`config.mk`:
```
export PLATFORM = sky130hd
export DESIGN_NAME = darwin_tx
export DESIGN_NICKNAME = d
export VERILOG_FILES = /design/src/rtl/darwin_tx_pkg.sv /design/src/rtl/sync_fifo.sv /design/src/rtl/darwin_tx.sv
export SDC_FILE = /design/constraint.sdc
export NUM_CORES = 1
export LEC_CHECK = 0
export BUFFER_PORTS_ARGS = -buffer_cell sky130_fd_sc_hd__buf_4
export CORE_UTILIZATION = 55
export DETAILED_ROUTE_END_ITERATION = 16
export PLACE_DENSITY = 0.74
export REMOVE_ABC_BUFFERS = 1
export SLEW_MARGIN = 20
export SYNTH_ARGS = -nofsm -noshare
export SYNTH_HDL_FRONTEND = slang
export SYNTH_SLANG_ARGS = --single-unit
```
`constraint.sdc`:
```
create_clock -name clk -period 3.55 [get_ports clk]
set_clock_uncertainty 0.1 [all_clocks]
set_input_delay 0.355 -clock clk [delete_from_list [all_inputs] [get_ports clk]]
set_output_delay 0.355 -clock clk [all_outputs]
set_load 0.01 [all_outputs]
```
`src/rtl/darwin_tx_pkg.sv`:
```
// Shared constants, FSM state encoding and byte-keep helper for the darwin_tx
// host-stream to two-phase chip transmitter.
package darwin_tx_pkg;

   localparam int DEF_FIFO_DEPTH  = 8;
   localparam int DEF_ACK_TIMEOUT = 1024;

   localparam int DATA_W  = 16;
   localparam int ENTRY_W = DATA_W + 1;

   localparam logic [0:0] ST_IDLE     = 1'b0;
   localparam logic [0:0] ST_WAIT_ACK = 1'b1;

   // Bytes whose keep bit is clear are stored as 0x00.
   function automatic logic [DATA_W-1:0] keep_mask(input logic [DATA_W-1:0] data,
                                                   input logic [1:0]        keep);
      return {keep[1] ? data[15:8] : 8'h00, keep[0] ? data[7:0] : 8'h00};
   endfunction

endpackage

```
`src/rtl/sync_fifo.sv`:
```
// Single-clock FIFO with registered occupancy count and combinational head read.
module sync_fifo
   import darwin_tx_pkg::*;
#(
   parameter int WIDTH = ENTRY_W,
   parameter int DEPTH = DEF_FIFO_DEPTH
) (
   input  logic             clk,
   input  logic             rst,
   input  logic             push,
   input  logic [WIDTH-1:0] din,
   input  logic             pop,
   output logic [WIDTH-1:0] dout,
   output logic             full,
   output logic             empty
);

   localparam int AW = (DEPTH > 1) ? $clog2(DEPTH) : 1;

   logic [WIDTH-1:0] mem [DEPTH];
   logic [AW-1:0]    wr_ptr;
   logic [AW-1:0]    rd_ptr;
   logic [AW:0]      count;
   logic             do_push;
   logic             do_pop;

   assign full    = (count == (AW+1)'(DEPTH));
   assign empty   = (count == '0);
   assign do_push = push && !full;
   assign do_pop  = pop && !empty;
   assign dout    = mem[rd_ptr];

   always_ff @(posedge clk) begin
      if (do_push) mem[wr_ptr] <= din;
   end

   // Pointers wrap naturally because DEPTH is a power of two.
   always_ff @(posedge clk) begin
      if (rst) begin
         wr_ptr <= '0;
         rd_ptr <= '0;
         count  <= '0;
      end else begin
         if (do_push) wr_ptr <= wr_ptr + 1'b1;
         if (do_pop)  rd_ptr <= rd_ptr + 1'b1;
         case ({do_push, do_pop})
            2'b10:   count <= count + 1'b1;
            2'b01:   count <= count - 1'b1;
            default: count <= count;
         endcase
      end
   end

endmodule

```
`src/rtl/darwin_tx.sv`:
```
// Buffers AXI-stream words and hands them to the chip over a two-phase
// REQ/ACK link, counting completions and flagging acknowledge timeouts.
module darwin_tx
   import darwin_tx_pkg::*;
#(
   parameter int FIFO_DEPTH  = DEF_FIFO_DEPTH,
   parameter int ACK_TIMEOUT = DEF_ACK_TIMEOUT
) (
   input  logic        clk,
   input  logic        rst,
   input  logic [15:0] S_AXIS_TDATA,
   input  logic [1:0]  S_AXIS_TKEEP,
   input  logic        S_AXIS_TLAST,
   input  logic        S_AXIS_TVALID,
   output logic        S_AXIS_TREADY,
   output logic [15:0] TX_DATA,
   output logic        TX_REQ,
   input  logic        TX_ACK,
   output logic        TX_DONE,
   output logic [31:0] TX_COUNT,
   output logic        TX_TIMEOUT
);

   localparam logic [31:0] TIMEOUT_LIM = 32'(ACK_TIMEOUT);

   logic               fifo_full;
   logic               fifo_empty;
   logic               fifo_push;
   logic               fifo_pop;
   logic [ENTRY_W-1:0] fifo_din;
   logic [ENTRY_W-1:0] fifo_dout;

   logic               ack_meta;
   logic               ack_s;
   logic [0:0]         state;
   logic               cur_last;
   logic [31:0]        wait_cnt;
   logic               complete;
   logic               load;

   assign S_AXIS_TREADY = !fifo_full && !rst;
   assign fifo_push     = S_AXIS_TVALID && S_AXIS_TREADY && (S_AXIS_TKEEP != 2'b00);
   assign fifo_din      = {S_AXIS_TLAST, keep_mask(S_AXIS_TDATA, S_AXIS_TKEEP)};

   // An ack level change only matters while a request is outstanding.
   assign complete = (state == ST_WAIT_ACK) && (ack_s == TX_REQ);
   assign load     = !fifo_empty && ((state == ST_IDLE) || complete);
   assign fifo_pop = load && !rst;

   sync_fifo #(
      .WIDTH (ENTRY_W),
      .DEPTH (FIFO_DEPTH)
   ) u_fifo (
      .clk   (clk),
      .rst   (rst),
      .push  (fifo_push),
      .din   (fifo_din),
      .pop   (fifo_pop),
      .dout  (fifo_dout),
      .full  (fifo_full),
      .empty (fifo_empty)
   );

   always_ff @(posedge clk) begin
      if (rst) begin
         ack_meta <= 1'b0;
         ack_s    <= 1'b0;
      end else begin
         ack_meta <= TX_ACK;
         ack_s    <= ack_meta;
      end
   end

   always_ff @(posedge clk) begin
      if (rst) begin
         state      <= ST_IDLE;
         TX_DATA    <= '0;
         TX_REQ     <= 1'b0;
         TX_DONE    <= 1'b0;
         TX_COUNT   <= '0;
         TX_TIMEOUT <= 1'b0;
         cur_last   <= 1'b0;
         wait_cnt   <= '0;
      end else begin
         TX_DONE <= 1'b0;
         if (complete) begin
            TX_COUNT <= TX_COUNT + 32'd1;
            TX_DONE  <= cur_last;
            if (!load) state <= ST_IDLE;
         end else if (state == ST_WAIT_ACK) begin
            if (wait_cnt != TIMEOUT_LIM)       wait_cnt   <= wait_cnt + 32'd1;
            if (wait_cnt == TIMEOUT_LIM - 32'd1) TX_TIMEOUT <= 1'b1;
         end
         // A new word goes out from IDLE or back-to-back on a completion edge.
         if (load) begin
            TX_DATA  <= fifo_dout[DATA_W-1:0];
            cur_last <= fifo_dout[DATA_W];
            TX_REQ   <= ~TX_REQ;
            wait_cnt <= '0;
            state    <= ST_WAIT_ACK;
         end
      end
   end

endmodule
```
======== Yosys cells after proc, flatten, opt, wreduce, memory -nomap -nowiden ========
Memory sizes are Yosys's and may differ from the RTL's. A register that Yosys moved wholly into a read port is not among the register bits.
Cells that the tools add are included.
cells by class
  reduce and logical (&&, ||, !) cells .... 20
  $add $sub $neg .......................... 6
  multiplexer cells ....................... 7
  equality and inequality tests ........... 6
  bitwise gates (word level) .............. 3
operators with widths
  cell                                                     number
  adder 32 x 1 -> 32 bit, second input constant            2
  == test 32 x 10 -> 1 bit, second input constant          1
  inequality test 32 x 11 -> 1 bit, second input constant  1
  2-to-1 mux 8 bit                                         2
  logical AND 1 bit                                        8
  one-hot mux 4 bit (2 select lines)                       1
  adder 3 x 1 -> 3 bit, second input constant              2
  AND reduction 3 bit                                      2
  nonzero test 2 bit                                       3
  adder 4 x 1 -> 4 bit, second input constant              1
  == test 4 bit, second input constant                     1
  logical NOT 4 bit                                        1
  2-to-1 mux 1 bit                                         4
  OR reduction 2 bit                                       2
  subtractor 4 x 1 -> 4 bit, second input constant         1
  logical NOT 1 bit                                        3
  inverter 1 bit                                           3
  == test 2 x 1 -> 1 bit, second input constant            1
  == test 2 bit, second input constant                     1
  == test 1 bit                                            1
  logical OR 1 bit                                         1
word-level totals
  RAM bits ................................ 136
  memories kept ........................... 1
  word-level logic and storage cells ...... 54
  bits of input ports ..................... 23
  flip-flop bits (word level) ............. 80
memories
  name        words  bits a word  read ports  clocked after Yosys merged registers in  wr ports  line             RTL
  u_fifo.mem  8      17           1           1                                        1         sync_fifo.sv:20  logic [WIDTH-1:0] mem [DEPTH];

======== Depth between registers and ports, before layout ========
Gate-level depths: netlist of run 1.
  depth after elaboration ................. 8
  mapped depth ............................ 11
  depth with buffers taken out ............ 11

======== Modules after synthesis ========
From an unflattened synthesis of run 1, not the netlist that was laid out.
unflattened totals
  cells, all modules ...................... 754
  area total of the unflattened synthesis .. 9851.9 um^2
by module, submodules not included
  module     cells an instance  times used  area an instance (um^2)
  sync_fifo  271                1           5889.4
  darwin_tx  483                1           3962.6

======== Least setup slack after synthesis of run 1 ========
No wires, ideal clock.
  path kind ............................... register to register
  start point ............................. register u_fifo.count[0]
  end point ............................... memory u_fifo.mem[4][0] in the netlist's numbering (enable)
  arrival time ............................ 2503 ps
  library setup time ...................... 416 ps
  path slack .............................. 531 ps
  cell stages (with the launch flop) ...... 5
  clock period less this slack ............ 3019 ps
  cells stage by stage .................... dfxtp_1 > nor3_1 > a211oi_1 > nand2b_1 > nor3b_1
between the ends
  word-level cells in the longest chain between the ends .. 8
RTL lines
  item                                      line                              RTL
  start, declared                           sync_fifo.sv:23                   logic [AW:0] count;
  start signal, assigned                    sync_fifo.sv:47                   2'b10: count <= count + 1'b1;
  start signal, assigned                    sync_fifo.sv:48                   2'b01: count <= count - 1'b1;
  start signal, assigned                    sync_fifo.sv:49                   default: count <= count;
  == test 4 bit *                           sync_fifo.sv:27                   assign full = (count == (AW+1)'(DEPTH));
  logical NOT 1 bit *                       sync_fifo.sv:29, darwin_tx.sv:41
  logical AND 1 bit                         darwin_tx.sv:41                   assign S_AXIS_TREADY = !fifo_full && !rst;
  logical AND 1 bit (2 in a row)            darwin_tx.sv:42                   assign fifo_push = S_AXIS_TVALID && S_AXIS_TREADY && (S_AXIS_TKEEP != 2'b00);
  logical AND 1 bit *                       sync_fifo.sv:29                   assign do_push = push && !full;
  2-to-1 mux 1 bit *                        sync_fifo.sv:34                   if (do_push) mem[wr_ptr] <= din;
  2-to-1 mux 1 bit (not written as such) *  sync_fifo.sv:34
  end, declared                             sync_fifo.sv:20
Every way passes the cells marked *; elsewhere a longest branch is shown, timed or not.

======== Final worst setup path of run 1 ========
  start point ............................. register u_fifo.count[0]
  end point ............................... register u_fifo.count[3]
between the ends
  word-level cells in the longest chain between the ends .. 8
RTL lines
  item                                                                             line                              RTL
  == test 4 bit                                                                    sync_fifo.sv:27
  logical NOT 1 bit                                                                sync_fifo.sv:29, darwin_tx.sv:41
  logical AND 1 bit                                                                darwin_tx.sv:41
  logical AND 1 bit (2 in a row)                                                   darwin_tx.sv:42
  logical AND 1 bit                                                                sync_fifo.sv:29
  == test 2 x 1 -> 1 bit / == test 2 bit (equally long branches)                   sync_fifo.sv:46                   case ({do_push, do_pop})
  one-hot mux 4 bit (2 select lines) / nonzero test 2 bit (equally long branches)  -
Several ways; a longest one is shown, not always the timed one.
A chain may end at the register's enable or synchronous reset.

==> results of run 1 <==
==> cells in the mapped netlist (13+ instances only) <==
cell / n
a211oi_1: 18
a21oi_1: 31
and2_1: 18
and4_1: 13
clkbuf_1: 26
dfxtp_1: 97
edfxtp_1: 136
inv_1: 20
mux2i_1: 18
mux4_2: 34
nand2_1: 33
nand3_1: 20
nor2_1: 77
nor3_1: 17
xnor2_1: 40
==> final timing paths <==
check	from	end	depth (start not counted)
max reg2reg	u_fifo.count[0]$_SDFFE_PP0P_	u_fifo.count[3]$_SDFFE_PP0P_	10
min reg2reg	cur_last$_SDFFE_PP0P_	TX_DONE$_SDFF_PP0_	1
max	u_fifo.count[0]$_SDFFE_PP0P_	u_fifo.count[3]$_SDFFE_PP0P_	10
min	rst	u_fifo.wr_ptr[1]$_SDFFE_PP0P_	4
==> placed cells by master, fill, tap and decap left out, drive strengths merged, types with 20 or more instances in the layout <==
cell type / netlist / layout
buf: 12 / 89
nor3: 26 / 26
nand2: 33 / 33
xnor2: 40 / 40
clkbuf: 26 / 34
dfxtp: 97 / 97
nand3: 20 / 20
a21oi: 31 / 31
mux4: 34 / 34
edfxtp: 136 / 136
inv: 20 / 20
nor2: 77 / 77
==> area by class of cell <==
type	instances	area share, %
sequential	233	53.4
inverter	20	0.665
clock buffer	34	5.84
timing repair buffer	91	6.54
clock inverter	10	1.17
tap	220	2.44
multi-input combinational	436	30.0
==> repair_timing <==
item,CTS,global route
hold buffers,2,0
gates resized for setup,0,0
setup endpoints to repair,0,0
hold endpoints to repair,9,0
==> report_power, final <==
part / switching (mW) / internal [mW] / leakage (nW) / total [mW]
Sequential: 0.115 / 2.98 / 2.03 / 3.10
Clock: 0.991 / 1.51 / 0.384 / 2.51
Combinational: 0.722 / 0.556 / 1.30 / 1.28
==> metrics by stage <==
stage / setup WS [ns] / util [%] / instances / area [sq um]
2_1_floorplan: 0.0422 / - / 689 / 9450
3_3_place_gp: 0.633 / 62.3 / 998 / 10500
3_5_place_dp: 0.453 / 62.3 / 998 / 10500
4_1_cts: 0.609 / 67.1 / 1044 / 11300
5_1_grt: 0.350 / 67.1 / 1044 / 11300
6_report: 0.581 / 67.1 / 1044 / 11300
==> cells by family (layout without fill, tap and decap cells) <==
family | count (synthesis) | in the layout | share of synthesized area (%)
multiplexers | 52 | 52 | 9.84
adder cells (fa/ha/maj) | 9 | 9 | 1.25
AND/OR/NAND/NOR | 250 | 250 | 14.3
XOR/XNOR | 53 | 53 | 4.91
flip-flops | 233 | 233 | 62.7
buffers and inverters | 58 | 155 | 2.54
AO/OA/AOI/OAI | 72 | 72 | 4.50
==> registers in the layout, summed over array words and instances (netlist names) <==
signal         flops
u_fifo.rd_ptr      3
ack_meta           1
wait_cnt          32
TX_REQ             1
TX_COUNT          32
TX_TIMEOUT         1
TX_DATA           16
u_fifo.count       4
u_fifo.wr_ptr      3
state              1
u_fifo.mem       136
cur_last           1
TX_DONE            1
ack_s              1
==> metal layers <==
| layer | up-vias | track usage, % | routed length, microns |
|---|---|---|---|
| met5 | - | 0 | 0 |
| met4 | 0 | 6.74 | 432 |
| met3 | 39 | 2.83 | 918 |
| met2 | 177 | 37.4 | 9480 |
| met1 | 3013 | 30.3 | 8520 |
| li1 | 2865 | - | - |
==> worst register-to-register path, cell delays in order, from the launching register on <==
cell and delay [ns]:
dfxtp_1 0.42, nor3_1 0.12, a211oi_1 0.63, inv_1 0.14, ha_1 0.25, ha_1 0.29, a21o_1 0.19, a21oi_1 0.18
xnor2_1 0.11, or3_1 0.32, a21oi_1 0.15
==> reports/metrics.cfg, run 1 <==
[global_route]
antenna_found_initial = 0
grt_max_degree = 69
grt_pass1_wl_mm = 31.3
grt.total_usage_pct = 22.2
grt_pass1_vias = 6011
grt_overflow_total = 0

[floorplan]
std_cell_rows = 47
fp.dieW_microns = 134
die_h_microns = 134
die_area_sq_um = 18000
ioPinCount = 75
initial_core_util_pct = 57.2
core_sq_um = 16800

[worst_setup_path]
cp_top_family = compound AO/OA/AOI/OAI gates
r2r_slack_ns = 0.58
cp-end-kind = flip-flop
arrival_ns = 3.30
crit_path_max_fanout = 5
path_cells = nor3_1 > a211oi_1 > inv_1 > ha_1 > ha_1 > a21o_1 > a21oi_1 > xnor2_1 > or3_1 > a21oi_1
path_class = reg2reg
start_kind = flip-flop
crit_required_ns = 3.88
critPathMaxStageDelay_ns = 0.63
crit_path_top_delay_cell = a211oi_1
cp_num_buf_inv = 1

[sta]
hold_violations = 0
finalSetupTns_ns = 0
fin_crit_sh_pct = 83.6
max_slew_margin_pct = 48.4
whs_ns = 0.219
final-setup-viol-count = 0
fmax_ghz = 0.337
rsz0062_at_grt = no
post-route-min-period_ns = 2.97
maxSlewViolCount = 0
tightest_slew_ns = 0.774

[pwr]
ir_worst_vdd_mv = 0.493
fin_total_pwr_mw = 6.88
p_leak_nw = 3.72
power_density_nw_per_um2 = 609

[cts]
clk_latency_ns = 0.51
cts-root-buf = clkbuf_16
clock_path_buffers = 3
postCtsSetupRepairBufs = 0
path_clk_slew_ns = 0.06
cts_max_level = 1
cts_buffers = 24
cts.sinks = 233
cts_tree = done

[yosys]
avgSynthCellArea_sq_um = 13.2
synth_top_cells_by_area = edfxtp_1, dfxtp_1, mux4_2, xnor2_1, nor2_1
ys_seq_area_share_pct = 62.7
yosysTopAreaCell = edfxtp_1
synth_cell_types = 46
synth_edf_count = 136
yosys_warnings = 0
syn_inst = 727
synthArstFlopShare_pct = 0
yosys.area.top_type_share_pct = 42.5
syn_area_sq_um = 9610
ys.flop_type = edfxtp_1
synth-seq-cells = 233

[drt]
firstDrtPassIters = 6
drc = 0
wl_mm = 19.3
vias = 6094
postRouteAntennaNets = 0
routed_via_density = 5.84
avgRoutedWirePerCell_microns = 18.5
drt_iter0_drc = 343

[min_path]
hold_path.class = in2reg

[run_status]
outcome = complete, no violations

[final_layout]
num_antenna_cells = 0
drive_gt1_share_pct = 21.8
regArea_sq_um = 6030
nNetsFinal = 838
area_delta_synth_final_pct = 17.5
fill_cells = 1197
multi_input_area_sq_um = 3390

[placement]
place.gp.congestion = 0.790
dpl.hpwl_mm = 12.3
portBuffers = 74

[job]
maxCapViolations = 0

Power figures use the tool's default switching activity.
==> run 2: changes to the inputs <==
==> constraint.sdc (replaced) <==
create_clock -name clk -period 2.9 [get_ports clk]
set_clock_uncertainty 0.1 [all_clocks]
set_input_delay 0.29 -clock clk [delete_from_list [all_inputs] [get_ports clk]]
set_output_delay 0.29 -clock clk [all_outputs]
set_load 0.01 [all_outputs]
==> run 2 against run 1 <==
  * Die area unchanged
  * Critical path type unchanged
  * Count of clock-buffer cells in the layout fell by 1
  * Global-route usage grew 0.32 points
  * Routed wire length up 2.1%
  * Design area up 0.75%
  * Highest routed layer unchanged
==> reports/metrics.cfg, run 2 (synthesized netlist as in run 1, its figures left out) <==
[floorplan]
fp.dieW_microns = 134  ; unchanged
initial_core_util_pct = 57.2  ; unchanged
die_h_microns = 134  ; unchanged
core_sq_um = 16800  ; unchanged
die_area_sq_um = 18000  ; unchanged
std_cell_rows = 47  ; unchanged
ioPinCount = 75  ; unchanged

[pwr]
power_frac_clock_pct = 36.4  ; about the same
ir_worst_vdd_mv = 0.613  ; +24%
p_leak_nw = 3.80  ; +2.2%
pwr-share-comb_pct = 19.3  ; +0.7 points
sw_frac_of_total_pct = 26.2  ; -0.40 points
net-switching-power_mw = 2.23  ; +22%
fin_total_pwr_mw = 8.51  ; +24%
internal-power_mw = 6.29  ; +24%
seqPwrFrac_pct = 44.3  ; -0.7 points
power_density_nw_per_um2 = 748  ; +23%

[sta]
final-setup-viol-count = 0  ; unchanged
maxSlewViolCount = 0  ; unchanged
rsz0062_at_grt = no
finalSetupTns_ns = 0  ; unchanged
max_slew_margin_pct = 47.1  ; -1.2 points
tightest_slew_ns = 0.793  ; +0.0187 ns
post-route-min-period_ns = 2.72  ; -0.251 ns
fin_crit_sh_pct = 93.7  ; +10 points
whs_ns = 0.136  ; -0.0827 ns
hold_violations = 0  ; unchanged
setup_slack_ns = 0.182  ; -0.399 ns
fmax_ghz = 0.368  ; +9.3%

[global_route]
grt_max_degree = 69  ; unchanged
antenna_found_initial = 0  ; unchanged
grt_pass1_vias = 6251  ; +4.0%
grt_pass1_wl_mm = 31.6  ; +0.92%
grt.total_usage_pct = 22.6  ; +0.32 points
grt_overflow_total = 0  ; unchanged

[final_layout]
drive_gt1_share_pct = 23.8  ; +1.9 points
fill_cells = 1191  ; -0.50%
largest_reg_flops = 136  ; unchanged
num_antenna_cells = 0  ; unchanged
multi_input_area_sq_um = 3390  ; unchanged
finalInstanceArea_sq_um = 11400  ; +0.75%
stdcell_count = 1057  ; +1.2%
final_cell_mix = edfxtp_1, buf_4, dfxtp_1
fin_util_pct = 67.7  ; +0.51 points
area_delta_synth_final_pct = 18.3
final_common_cell = edfxtp_1
top_regs = u_fifo.mem: 136 flops, TX_COUNT: 32 flops, wait_cnt: 32 flops
nNetsFinal = 852  ; +1.7%
regArea_sq_um = 6030  ; about the same
regMostFlops = u_fifo.mem

[worst_setup_path]
start_kind = flip-flop
critPathMaxStageDelay_ns = 0.35  ; -0.28 ns
arrival_ns = 3.04  ; -0.26 ns
crit_path_max_fanout = 4  ; -1
crit_path_top_delay_cell = dfxtp_2
r2r_slack_ns = 0.18  ; -0.40 ns
cp_top_family = simple AND/OR/NAND/NOR gates
crit_required_ns = 3.23  ; -0.65 ns
path_cells = xor2_2 > and2_1 > or2_2 > nor2_1 > ha_1 > ha_1 > a21o_1 > a21oi_1 > xnor2_1 > or3_1 > a21oi_1
cp_num_buf_inv = 0  ; -1
cp-end-kind = flip-flop
path_class = reg2reg

[drt]
drt_iter0_drc = 405  ; +18%
wl_mm = 19.8  ; +2.1%
drc = 0  ; unchanged
avgRoutedWirePerCell_microns = 18.7  ; +0.88%
postRouteAntennaNets = 0  ; unchanged
vias = 6179  ; +1.4%
firstDrtPassIters = 5  ; -1
routed_via_density = 5.85  ; +0.15%

[cts]
clk_latency_ns = 0.51  ; about the same
cts_buffers = 24  ; unchanged
cts_tree = done
cts.sinks = 233  ; unchanged
cts_max_level = 1  ; unchanged
clock_path_buffers = 3  ; unchanged
cts-root-buf = clkbuf_16
path_clk_slew_ns = 0.06  ; about the same

[placement]
place_area_sq_um = 10500  ; +0.64%
portBuffers = 74  ; unchanged
place_ws_ns = 0.174  ; -0.279 ns
place.gp.congestion = 0.802  ; +1.5%
dpl.hpwl_mm = 12.6  ; +2.8%
dp_cells = 1012  ; +1.4%

[job]
maxCapViolations = 0  ; unchanged

[run_status]
outcome = complete, no violations

[min_path]
hold_path.class = in2reg

[run 2: cell count changes in the layout (fill, tap and decap cells not counted), sizes merged]
| cell | before | now |
|---|---|---|
| buf | 89 | 103 |
| clkbuf | 34 | 33 |
[run 2: final cells by class]
class,instances,share of cell area (%)
Clock buffer,33,6.03
Multi-Input combinational cell,436,29.8
Clock inverter,10,1.08
Tap cell,220,2.42
Timing Repair Buffer,105,7.08
Inverter,20,0.660
Sequential cell,233,53.0
[run 2: worst register-to-register path: stages, from the launching register on]
cell and delay (ns):
dfxtp_2 0.35, xor2_2 0.18, and2_1 0.20, or2_2 0.31, nor2_1 0.10, ha_1 0.21
ha_1 0.24, a21o_1 0.18, a21oi_1 0.18, xnor2_1 0.11, or3_1 0.32, a21oi_1 0.15
[run 2: per-layer routing]
layer	global-route usage (%)	share of wire, %	vias up
met5	0	0	-
met4	7.24	2.2	0
met3	3.36	5.1	37
met2	39.1	50	188
met1	29.3	42	3071
li1	-	-	2883
[run 2: repair_timing]
action	4_1_cts	5_1_grt
endpoints found under the hold margin	9	0
setup endpoints to repair	0	1
setup buffers	0	0
gates resized for setup	0	1
hold buffers	2	0
[run 2: final timing paths]
check,start,end,depth (start not counted)
worst max register to register,TX_REQ$_SDFFE_PP0P_,u_fifo.count[3]$_SDFFE_PP0P_,11
worst max-delay path,TX_REQ$_SDFFE_PP0P_,u_fifo.count[3]$_SDFFE_PP0P_,11
worst min-delay path,S_AXIS_TDATA[4],u_fifo.mem[2][4]$_DFFE_PP_,2
worst min register to register,ack_meta$_SDFF_PP0_,ack_s$_SDFF_PP0_,1
[run 2: power by group through the flow]
stage | Clock, mW | Sequential, mW | Combinational, mW
finish | 3.10 | 3.77 | 1.64
global route | 3.29 | 3.79 | 1.81
detailed placement | 0 | 3.84 | 1.65
floorplan | 0 | 3.94 | 0.956
global placement | 0 | 3.83 | 1.59
CTS | 3.17 | 3.78 | 1.66
==> run 3: changes to the inputs <==
--- a/config.mk
+++ b/config.mk
@@ -5,7 +5,7 @@
 export SDC_FILE = /design/constraint.sdc
 export NUM_CORES = 1
 export LEC_CHECK = 0
-export BUFFER_PORTS_ARGS = -buffer_cell sky130_fd_sc_hd__buf_4
+export BUFFER_PORTS_ARGS = -buffer_cell sky130_fd_sc_hd__buf_2
 export CORE_UTILIZATION = 55
 export DETAILED_ROUTE_END_ITERATION = 16
 export PLACE_DENSITY = 0.74
==> run 3 against run 2 <==
  * Clock power rose by 2%
  * Routed wire length grew 0.28%
  * Critical path depth unchanged
  * Die area unchanged
  * Core utilization shrank 0.91 points
  * Sequential power about the same
  * Largest cell class unchanged
  * Largest power group unchanged
==> reports/metrics.cfg, run 3 (synthesized netlist as in run 1, its figures left out) <==
[global_route]
grt_util_met3_pct = 4.20  ; +0.83 points
met2_usage_pct = 38.3  ; -0.81 points
grt.total_usage_pct = 23.0  ; +0.42 points
grtUsageMet1_pct = 30.3  ; +1.0 points
antenna_found_initial = 0  ; unchanged
grt_max_degree = 69  ; unchanged
grt_overflow_total = 0  ; unchanged
grt.busiest_layer = met2
grt_pass1_wl_mm = 32.2  ; +1.8%
grt_pass1_vias = 6248  ; -0.048%

[floorplan]
die_h_microns = 134  ; unchanged
fp.dieW_microns = 134  ; unchanged
ioPinCount = 75  ; unchanged
core_sq_um = 16800  ; unchanged
initial_core_util_pct = 57.2  ; unchanged
die_area_sq_um = 18000  ; unchanged
std_cell_rows = 47  ; unchanged

[cts]
cts_buffers = 25  ; +4.2%
postCtsSetupRepairBufs = 0  ; unchanged
cts_tree = done
clock_path_buffers = 3  ; unchanged
path_clk_slew_ns = 0.06  ; about the same
cts.sinks = 233  ; unchanged
clk_latency_ns = 0.53  ; +0.02 ns
cts_max_level = 1  ; unchanged
cts-root-buf = clkbuf_16

[drt]
drt_iter0_drc = 400  ; -1.2%
avgRoutedWirePerCell_microns = 18.7  ; -0.19%
wl_mm = 19.8  ; +0.28%
drc = 0  ; unchanged
postRouteAntennaNets = 0  ; unchanged
vias = 6202  ; +0.37%
routed_via_density = 5.84  ; -0.10%
firstDrtPassIters = 4  ; -1

[pwr]
ir_worst_vdd_mv = 0.617  ; +0.62%
seqPwrFrac_pct = 43.8  ; -0.5 points
sw_frac_of_total_pct = 27.0  ; +0.86 points
pwr-share-comb_pct = 19.1  ; -0.2 points
p_leak_nw = 3.80  ; about the same
power_density_nw_per_um2 = 761  ; +1.7%
power_frac_clock_pct = 37.1  ; +0.7 points
fin_total_pwr_mw = 8.54  ; +0.35%
internal-power_mw = 6.23  ; -0.82%
net-switching-power_mw = 2.31  ; +3.6%

[final_layout]
regMostFlops = u_fifo.mem
final_cell_mix = edfxtp_1, dfxtp_1, nor2_1
drive_gt1_share_pct = 24.2  ; +0.45 points
nNetsFinal = 856  ; +0.47%
largest_reg_flops = 136  ; unchanged
fin_util_pct = 66.7  ; -0.91 points
final_common_cell = edfxtp_1
num_antenna_cells = 0  ; unchanged
area_delta_synth_final_pct = 16.8
top_regs = u_fifo.mem: 136 flops, TX_COUNT: 32 flops, wait_cnt: 32 flops
finalInstanceArea_sq_um = 11200  ; -1.3%

[worst_setup_path]
r2r_slack_ns = 0.13  ; -0.05 ns
cp-end-kind = flip-flop
arrival_ns = 3.11  ; +0.07 ns
crit_path_max_fanout = 4  ; unchanged
start_kind = flip-flop
crit_required_ns = 3.24  ; about the same
path_class = reg2reg

[sta]
finalSetupTns_ns = 0  ; unchanged
max_slew_margin_pct = 47.6  ; +0.44 points
hold_violations = 0  ; unchanged
final-setup-viol-count = 0  ; unchanged
whs_ns = 0.125  ; -0.0112 ns
fin_crit_sh_pct = 95.4  ; +1.7 points
maxSlewViolCount = 0  ; unchanged
rsz0062_at_grt = no
post-route-min-period_ns = 2.77  ; +0.0495 ns
tightest_slew_ns = 0.787  ; -0.00655 ns
fmax_ghz = 0.361  ; -1.8%

[placement]
portBuffers = 74  ; unchanged
dpl.hpwl_mm = 12.6  ; about the same
place_area_sq_um = 10400  ; -1.7%
place.gp.congestion = 0.804  ; +0.35%

[job]
maxCapViolations = 0  ; unchanged

[run_status]
outcome = complete, no violations

[min_path]
hold_path.class = in2reg

[run 3: routing by layer]
layer | vias up | routed length (microns)
li1 | 2899 | -
met1 | 3089 | 8660
met2 | 170 | 9610
met3 | 44 | 1070
met4 | 0 | 475
met5 | - | 0
[run 3: worst paths after layout]
path / start / cells past startpoint / endpoint
max: TX_REQ$_SDFFE_PP0P_ / 11 / u_fifo.count[3]$_SDFFE_PP0P_
min reg2reg: ack_meta$_SDFF_PP0_ / 1 / ack_s$_SDFF_PP0_
min: S_AXIS_TDATA[4] / 2 / u_fifo.mem[2][4]$_DFFE_PP_
max reg2reg: TX_REQ$_SDFFE_PP0P_ / 11 / u_fifo.count[3]$_SDFFE_PP0P_
[run 3: power groups by stage]
| stage | clock, mW | combinational [mW] | sequential (mW) |
|---|---|---|---|
| after CTS | 3.21 | 1.66 | 3.74 |
| after detailed placement | 0 | 1.64 | 3.81 |
| after global routing | 3.35 | 1.82 | 3.76 |
| after floorplan | 0 | 0.956 | 3.94 |
| final | 3.17 | 1.63 | 3.74 |
| after global placement | 0 | 1.58 | 3.80 |
[run 3: cell type report]
cell class | count | area, sq um
flip-flops and latches | 233 | 6030
fillers | 1264 | 5590
multi-input cells | 436 | 3390
clock buffers | 30 | 664
repair buffers | 108 | 631
well taps | 220 | 275
clock inverters | 15 | 166
inverters | 20 | 75.1
[run 3: per-stage QoR]
step | instances | worst slack [ns]
2_1_floorplan | 689 | -0.608
3_3_place_gp | 1015 | 0.287
3_5_place_dp | 1015 | 0.118
4_1_cts | 1062 | 0.100
5_1_grt | 1062 | 0.00349
6_report | 1062 | 0.133
[run 3: what timing repair did]
action,in CTS,in global routing
resized for setup,0,1
hold endpoints to repair,9,0
hold buffers,2,0
endpoints found under the setup margin,0,1
[run 3: critical path: stages, from the launching register on]
cell and delay (ns):
dfxtp_2 0.35, xor2_2 0.18, and2_1 0.20, or2_2 0.32, nor2_1 0.11, ha_1 0.22
ha_1 0.25, a21o_1 0.19, a21oi_1 0.17, xnor2_1 0.10, or3_1 0.32, a21oi_1 0.18
